File: config.mk
export PLATFORM = sky130hd
export DESIGN_NAME = dbus_lsu
export DESIGN_NICKNAME = d
export VERILOG_FILES = /design/src/rtl/dbus_lsu.sv
export SDC_FILE = /design/constraint.sdc
export NUM_CORES = 1
export LEC_CHECK = 0
export ABC_AREA = 0
export BUFFER_PORTS_ARGS = -buffer_cell sky130_fd_sc_hd__buf_2
export CORE_MARGIN = 5
export CORE_UTILIZATION = 47
export CTS_BUF_LIST = sky130_fd_sc_hd__clkbuf_4 sky130_fd_sc_hd__clkbuf_8
export DETAILED_ROUTE_END_ITERATION = 8
export PLACE_DENSITY = 0.88
export SLEW_MARGIN = 20
export SYNTH_ARGS = -nofsm -noshare
export SYNTH_HDL_FRONTEND = slang
export SYNTH_SLANG_ARGS = --single-unit
export TNS_END_PERCENT = 1
File: constraint.sdc
create_clock -name clk_i -period 2.5 [get_ports clk_i]
set_input_delay 0.25 -clock clk_i [delete_from_list [all_inputs] [get_ports clk_i]]
set_output_delay 0.25 -clock clk_i [all_outputs]
set_load 0.1 [all_outputs]
File: src/rtl/dbus_lsu.sv
// Load/store unit between execute and the data bus: one access in flight,
// alignment check at accept, byte-lane steering for stores, extension for loads.
package dbus_pkg;
  typedef struct packed {
    logic        valid;
    logic [63:0] addr;
    logic [2:0]  size;
    logic [7:0]  strobe;
    logic [63:0] data;
  } dbus_req_t;

  typedef struct packed {
    logic        addr_ok;
    logic        data_ok;
    logic [63:0] data;
  } dbus_resp_t;
endpackage

module dbus_lsu
  import dbus_pkg::*;
#(
  parameter int XLEN = 64,
  parameter int REGW = 5
) (
  input  logic            clk_i,
  input  logic            rst_ni,
  input  logic            in_valid_i,
  output logic            in_ready_o,
  input  logic            in_store_i,
  input  logic [2:0]      in_funct3_i,
  input  logic [XLEN-1:0] in_addr_i,
  input  logic [XLEN-1:0] in_wdata_i,
  input  logic [REGW-1:0] in_rd_i,
  input  logic            flush_i,
  output dbus_req_t       dreq_o,
  input  dbus_resp_t      dresp_i,
  output logic            wb_valid_o,
  output logic [REGW-1:0] wb_rd_o,
  output logic [XLEN-1:0] wb_data_o,
  output logic            done_o,
  output logic            misalign_o
);

  localparam logic [1:0] IDLE = 2'd0;
  localparam logic [1:0] REQ  = 2'd1;
  localparam logic [1:0] WAIT = 2'd2;
  localparam logic [1:0] RESP = 2'd3;

  logic [1:0]      state_q, state_d;
  logic            store_q, store_d;
  logic [2:0]      funct3_q, funct3_d;
  logic [XLEN-1:0] addr_q, addr_d;
  logic [XLEN-1:0] wdata_q, wdata_d;
  logic [REGW-1:0] rd_q, rd_d;
  logic            fault_q, fault_d;
  logic            flushed_q, flushed_d;
  logic [XLEN-1:0] wb_data_q, wb_data_d;

  logic            accept;
  logic [2:0]      amask;
  logic            in_fault;
  logic [2:0]      off;
  logic [7:0]      lanes;
  logic [63:0]     sh;
  logic            sgn;
  logic [XLEN-1:0] load_ext;

  assign accept = in_valid_i && (state_q == IDLE);
  // Byte offset within the bus word; a 32-bit core only ever uses the low lanes.
  assign off    = (XLEN == 64) ? addr_q[2:0] : {1'b0, addr_q[1:0]};

  always_comb begin
    amask = 3'b000;
    lanes = 8'h01;
    case (in_funct3_i[1:0])
      2'd0: amask = 3'b000;
      2'd1: amask = 3'b001;
      2'd2: amask = 3'b011;
      default: amask = 3'b111;
    endcase
    case (funct3_q[1:0])
      2'd0: lanes = 8'h01;
      2'd1: lanes = 8'h03;
      2'd2: lanes = 8'h0F;
      default: lanes = 8'hFF;
    endcase
    in_fault = (|(in_addr_i[2:0] & amask)) || ((XLEN == 32) && (in_funct3_i[1:0] == 2'd3));
  end

  always_comb begin
    sh       = dresp_i.data >> {off, 3'b000};
    sgn      = ~funct3_q[2];
    load_ext = '0;
    case (funct3_q[1:0])
      2'd0: if (sgn) load_ext = XLEN'($signed(sh[7:0]));  else load_ext = XLEN'(sh[7:0]);
      2'd1: if (sgn) load_ext = XLEN'($signed(sh[15:0])); else load_ext = XLEN'(sh[15:0]);
      2'd2: if (sgn) load_ext = XLEN'($signed(sh[31:0])); else load_ext = XLEN'(sh[31:0]);
      default: load_ext = sh[XLEN-1:0];
    endcase
  end

  always_comb begin
    state_d   = state_q;
    store_d   = store_q;
    funct3_d  = funct3_q;
    addr_d    = addr_q;
    wdata_d   = wdata_q;
    rd_d      = rd_q;
    fault_d   = fault_q;
    flushed_d = flushed_q;
    wb_data_d = wb_data_q;
    if (flush_i && (state_q != IDLE)) flushed_d = 1'b1;
    case (state_q)
      IDLE: begin
        if (accept) begin
          store_d   = in_store_i;
          funct3_d  = in_funct3_i;
          addr_d    = in_addr_i;
          wdata_d   = in_wdata_i;
          rd_d      = in_rd_i;
          fault_d   = in_fault;
          flushed_d = flush_i;
          state_d   = in_fault ? RESP : REQ;
        end
      end
      REQ: begin
        // data_ok without addr_ok is ignored: the request is still pending.
        if (dresp_i.addr_ok) begin
          if (dresp_i.data_ok) begin
            state_d = RESP;
            if (!store_q) wb_data_d = load_ext;
          end else begin
            state_d = WAIT;
          end
        end
      end
      WAIT: begin
        if (dresp_i.data_ok) begin
          state_d = RESP;
          if (!store_q) wb_data_d = load_ext;
        end
      end
      default: state_d = IDLE;
    endcase
  end

  always_ff @(posedge clk_i or negedge rst_ni) begin
    if (!rst_ni) begin
      state_q   <= IDLE;
      store_q   <= 1'b0;
      funct3_q  <= 3'd0;
      addr_q    <= '0;
      wdata_q   <= '0;
      rd_q      <= '0;
      fault_q   <= 1'b0;
      flushed_q <= 1'b0;
      wb_data_q <= '0;
    end else begin
      state_q   <= state_d;
      store_q   <= store_d;
      funct3_q  <= funct3_d;
      addr_q    <= addr_d;
      wdata_q   <= wdata_d;
      rd_q      <= rd_d;
      fault_q   <= fault_d;
      flushed_q <= flushed_d;
      wb_data_q <= wb_data_d;
    end
  end

  always_comb begin
    dreq_o.valid  = (state_q == REQ);
    dreq_o.addr   = 64'(addr_q);
    dreq_o.size   = {1'b0, funct3_q[1:0]};
    dreq_o.strobe = store_q ? (lanes << off) : 8'h00;
    dreq_o.data   = 64'(wdata_q) << {off, 3'b000};
  end

  assign in_ready_o = (state_q == IDLE);
  assign done_o     = (state_q == RESP);
  assign misalign_o = done_o && fault_q;
  assign wb_valid_o = done_o && !store_q && !fault_q && !flushed_q;
  assign wb_rd_o    = rd_q;
  assign wb_data_o  = wb_data_q;

endmodule

==> results.ini <==
[status]
outcome = finished with violations
violations = negative setup slack

[final_layout]
fin_cells = 2013
area_growth_pct = 55.5
fillerInstances = 1542
drive_gt1_share_pct = 50.7
final_cell_mix = buf_2 (345), dfrtp_1 (202), mux2_2 (163), dlygate4sd3_1 (138), mux2i_1 (97)
layout.nets = 1859
mostFrequentLayoutCell = buf_2

[logic_synthesis]
synth.distinct_cells = 62
synth-simple-area-share_pct = 8.77
netlist_instances = 1092
syn_nets = 1304
synth_mux_area_share_pct = 27.5
yosys_warnings = 0
synth_edf_count = 0
synth_xor_area_share_pct = 0
seq_area_frac_synth_pct = 42.8
syn_area_per_cell_sq_um = 11.0
syn_area_sq_um = 12000
synth-seq-cells = 205
synth_compound_area_share_pct = 15.2
async_flop_share_pct = 100
synth_top_family_by_area = multiplexers
synth_ff_type = dfrtp_1
synthAdderAreaFrac_pct = 0.522

[sta]
finalCriticalPeriod_ns = 2.56
fmax_mhz = 390
slew_violations = 0
finalSetupViolations = 17
finalClockSkew_ns = 0.0327
worst_pin_slew_ns = 0.659
hold_ws_ns = 0.0462
finalCritPeriodShare_pct = 103
rsz0062_at_grt = true
setup_slack_ns = -0.0639
slew_headroom_pct = 56.0
hold_viol = 0

[placement]
dp_cells = 1782
place.detailed.hpwl_microns = 33300
port_buffers = 418
place_congestion = 0.923

[clock_network]
htreeDepth = 2
cts.path.max_buffers = 3
clk_pin_slew_ns = 0.06
clock-sinks = 205
cts_tree = yes
insertion_delay_ns = 0.54
cts_made_buffers = 38
cts_root_buf = clkbuf_8

[grt]
grt_max_degree = 105
track_usage_pct = 34.5
antenna_found_initial = 13
met1_usage_pct = 40.4
grt_pass1_vias = 12816
grt_busiest_layer = met2
grtUsageMet3_pct = 9.01
met2_usage_pct = 56.7
grt_first_pass_wirelength_microns = 77000
gr-total-overflow = 0

[route]
drt_iter0_markers = 1453
wl_microns = 52800
route.antenna.remaining_nets = 0
avgViaCountPerCell = 6.07
avgRoutedWirePerCell_microns = 26.2
drc = 0
firstDrtPassIters = 7
via_count = 12224

[die]
placementRows = 58
ioPinCount = 420
initial_core_util_pct = 47.6
die_x_microns = 170
dieArea_sq_um = 28800
die_h_microns = 170
core_sq_um = 25200

[min_path]
hp-class = input port to flip-flop

[critical_path]
r2r_setup_slack_ns = 0.13
endpoint_kind = primary output
cp_max_fo = 9
start_kind = flip-flop
critical_path_class = flip-flop to primary output
arrival_ns = 2.31
crit_required_ns = 2.25

[run]
cap_viol_max_count = 0

[per-stage QoR]
step                      util, %  area (sq um)  setup WS [ns]  TNS (ns)
final                        74.1         18600        -0.0639    -0.411
after global routing         74.1         18600         -0.104     -2.09
after CTS                    72.4         18200         -0.155     -3.23
after detailed placement     62.6         15800          0.229         0
after global placement       62.5         15700          0.150         0
after floorplan                 -         12500         -0.248    -11.37
[critical path: stages, from the launching register on]
cell and delay, ns:
dfrtp_4 0.50, buf_12 0.14, buf_4 0.14, clkbuf_16 0.17, nor2b_4 0.11, a211oi_2 0.07
a211o_1 0.36, o21ai_4 0.09, buf_12 0.19
[cell families (layout without fill, tap and decap cells)]
logic type | count (synthesis) | after routing
mux | 289 | 289
compound gates | 253 | 253
simple gates | 232 | 232
flops | 205 | 205
buf+inv | 107 | 685
fa+ha+maj | 5 | 5
other cells | 1 | 14
[per-layer routing]
metal  wire [microns]  vias to the layer above
li1                 -                     5088
met1            18600                     5999
met2            25800                      888
met3             4900                      249
met4             3540                        0
met5                0                        -
[synth_stat cells (2+ instances only)]
cell type	n	share of area [%]
a31o_2	2	0.15
a211oi_1	19	1.2
inv_1	8	0.25
o21ai_0	44	1.8
buf_1	4	0.13
mux2_1	2	0.19
nor2b_1	13	0.68
a31oi_4	10	1.8
nor3b_1	2	0.13
nand2_1	85	2.7
o21a_1	4	0.25
buf_4	17	1.1
nor2_2	2	0.10
or2_1	3	0.16
ha_1	5	0.52
mux2i_1	107	8.9
o22ai_1	23	1.2
clkbuf_1	33	1.0
nand4_1	2	0.10
nand3b_1	2	0.13
a31oi_1	7	0.37
nand2b_1	9	0.47
mux2_2	163	15
o211ai_1	8	0.50
o2bb2ai_1	4	0.29
o22a_1	40	2.9
a21oi_1	55	2.3
mux4_2	15	2.8
buf_6	15	1.4
o21ai_1	19	0.79
and2_1	14	0.73
buf_2	29	1.2
dfrtp_1	205	43
nand3_1	4	0.17
nor2_1	85	2.7
a211o_1	7	0.51
[cell type report]
class                      instances  area (sq um)  share of cell area (%)
antenna                           13          32.5                   0.174
clock inverter                     9           128                   0.684
tap                              330           413                    2.21
inverter                           8          32.5                   0.174
timing repair buffer             614          5310                    28.5
sequential                       205          5140                    27.6
multi-input combinational        780          6910                    37.0
clock buffer                      54           687                    3.68
[final timing paths]
kind	cells after the start	start	endpoint
max	8	addr_q[1]$_DFFE_PN0P_	dreq_o[56]
min	2	in_addr_i[1]	addr_q[1]$_DFFE_PN0P_
max reg2reg	7	addr_q[1]$_DFFE_PN0P_	wb_data_o[48]$_DFFE_PN0P_
min reg2reg	1	wdata_q[51]$_DFFE_PN0P_	wdata_q[51]$_DFFE_PN0P_
max in group asynchronous	3	rst_ni	wb_data_o[21]$_DFFE_PN0P_
min in group asynchronous	2	rst_ni	wdata_q[53]$_DFFE_PN0P_
[sequential cells by signal, summed over array words and instances (netlist names)]
register	count
state_q	2
fault_q	1
store_q	1
funct3_q	3
addr_q	64
wb_data_o	64
wb_rd_o	5
flushed_q	1
wdata_q	64
[repair_timing]
item,CTS,global route
setup endpoints to repair,70,70
pin swaps,6,6
resized for setup,69,44
buffers inserted,3,9
gates cloned,0,5
endpoints found under the hold margin,184,0
hold buffers,138,0
Power is left out: the tool's default activity adds up to more than one toggle a clock period on the data nets, which glitch-free logic cannot reach.
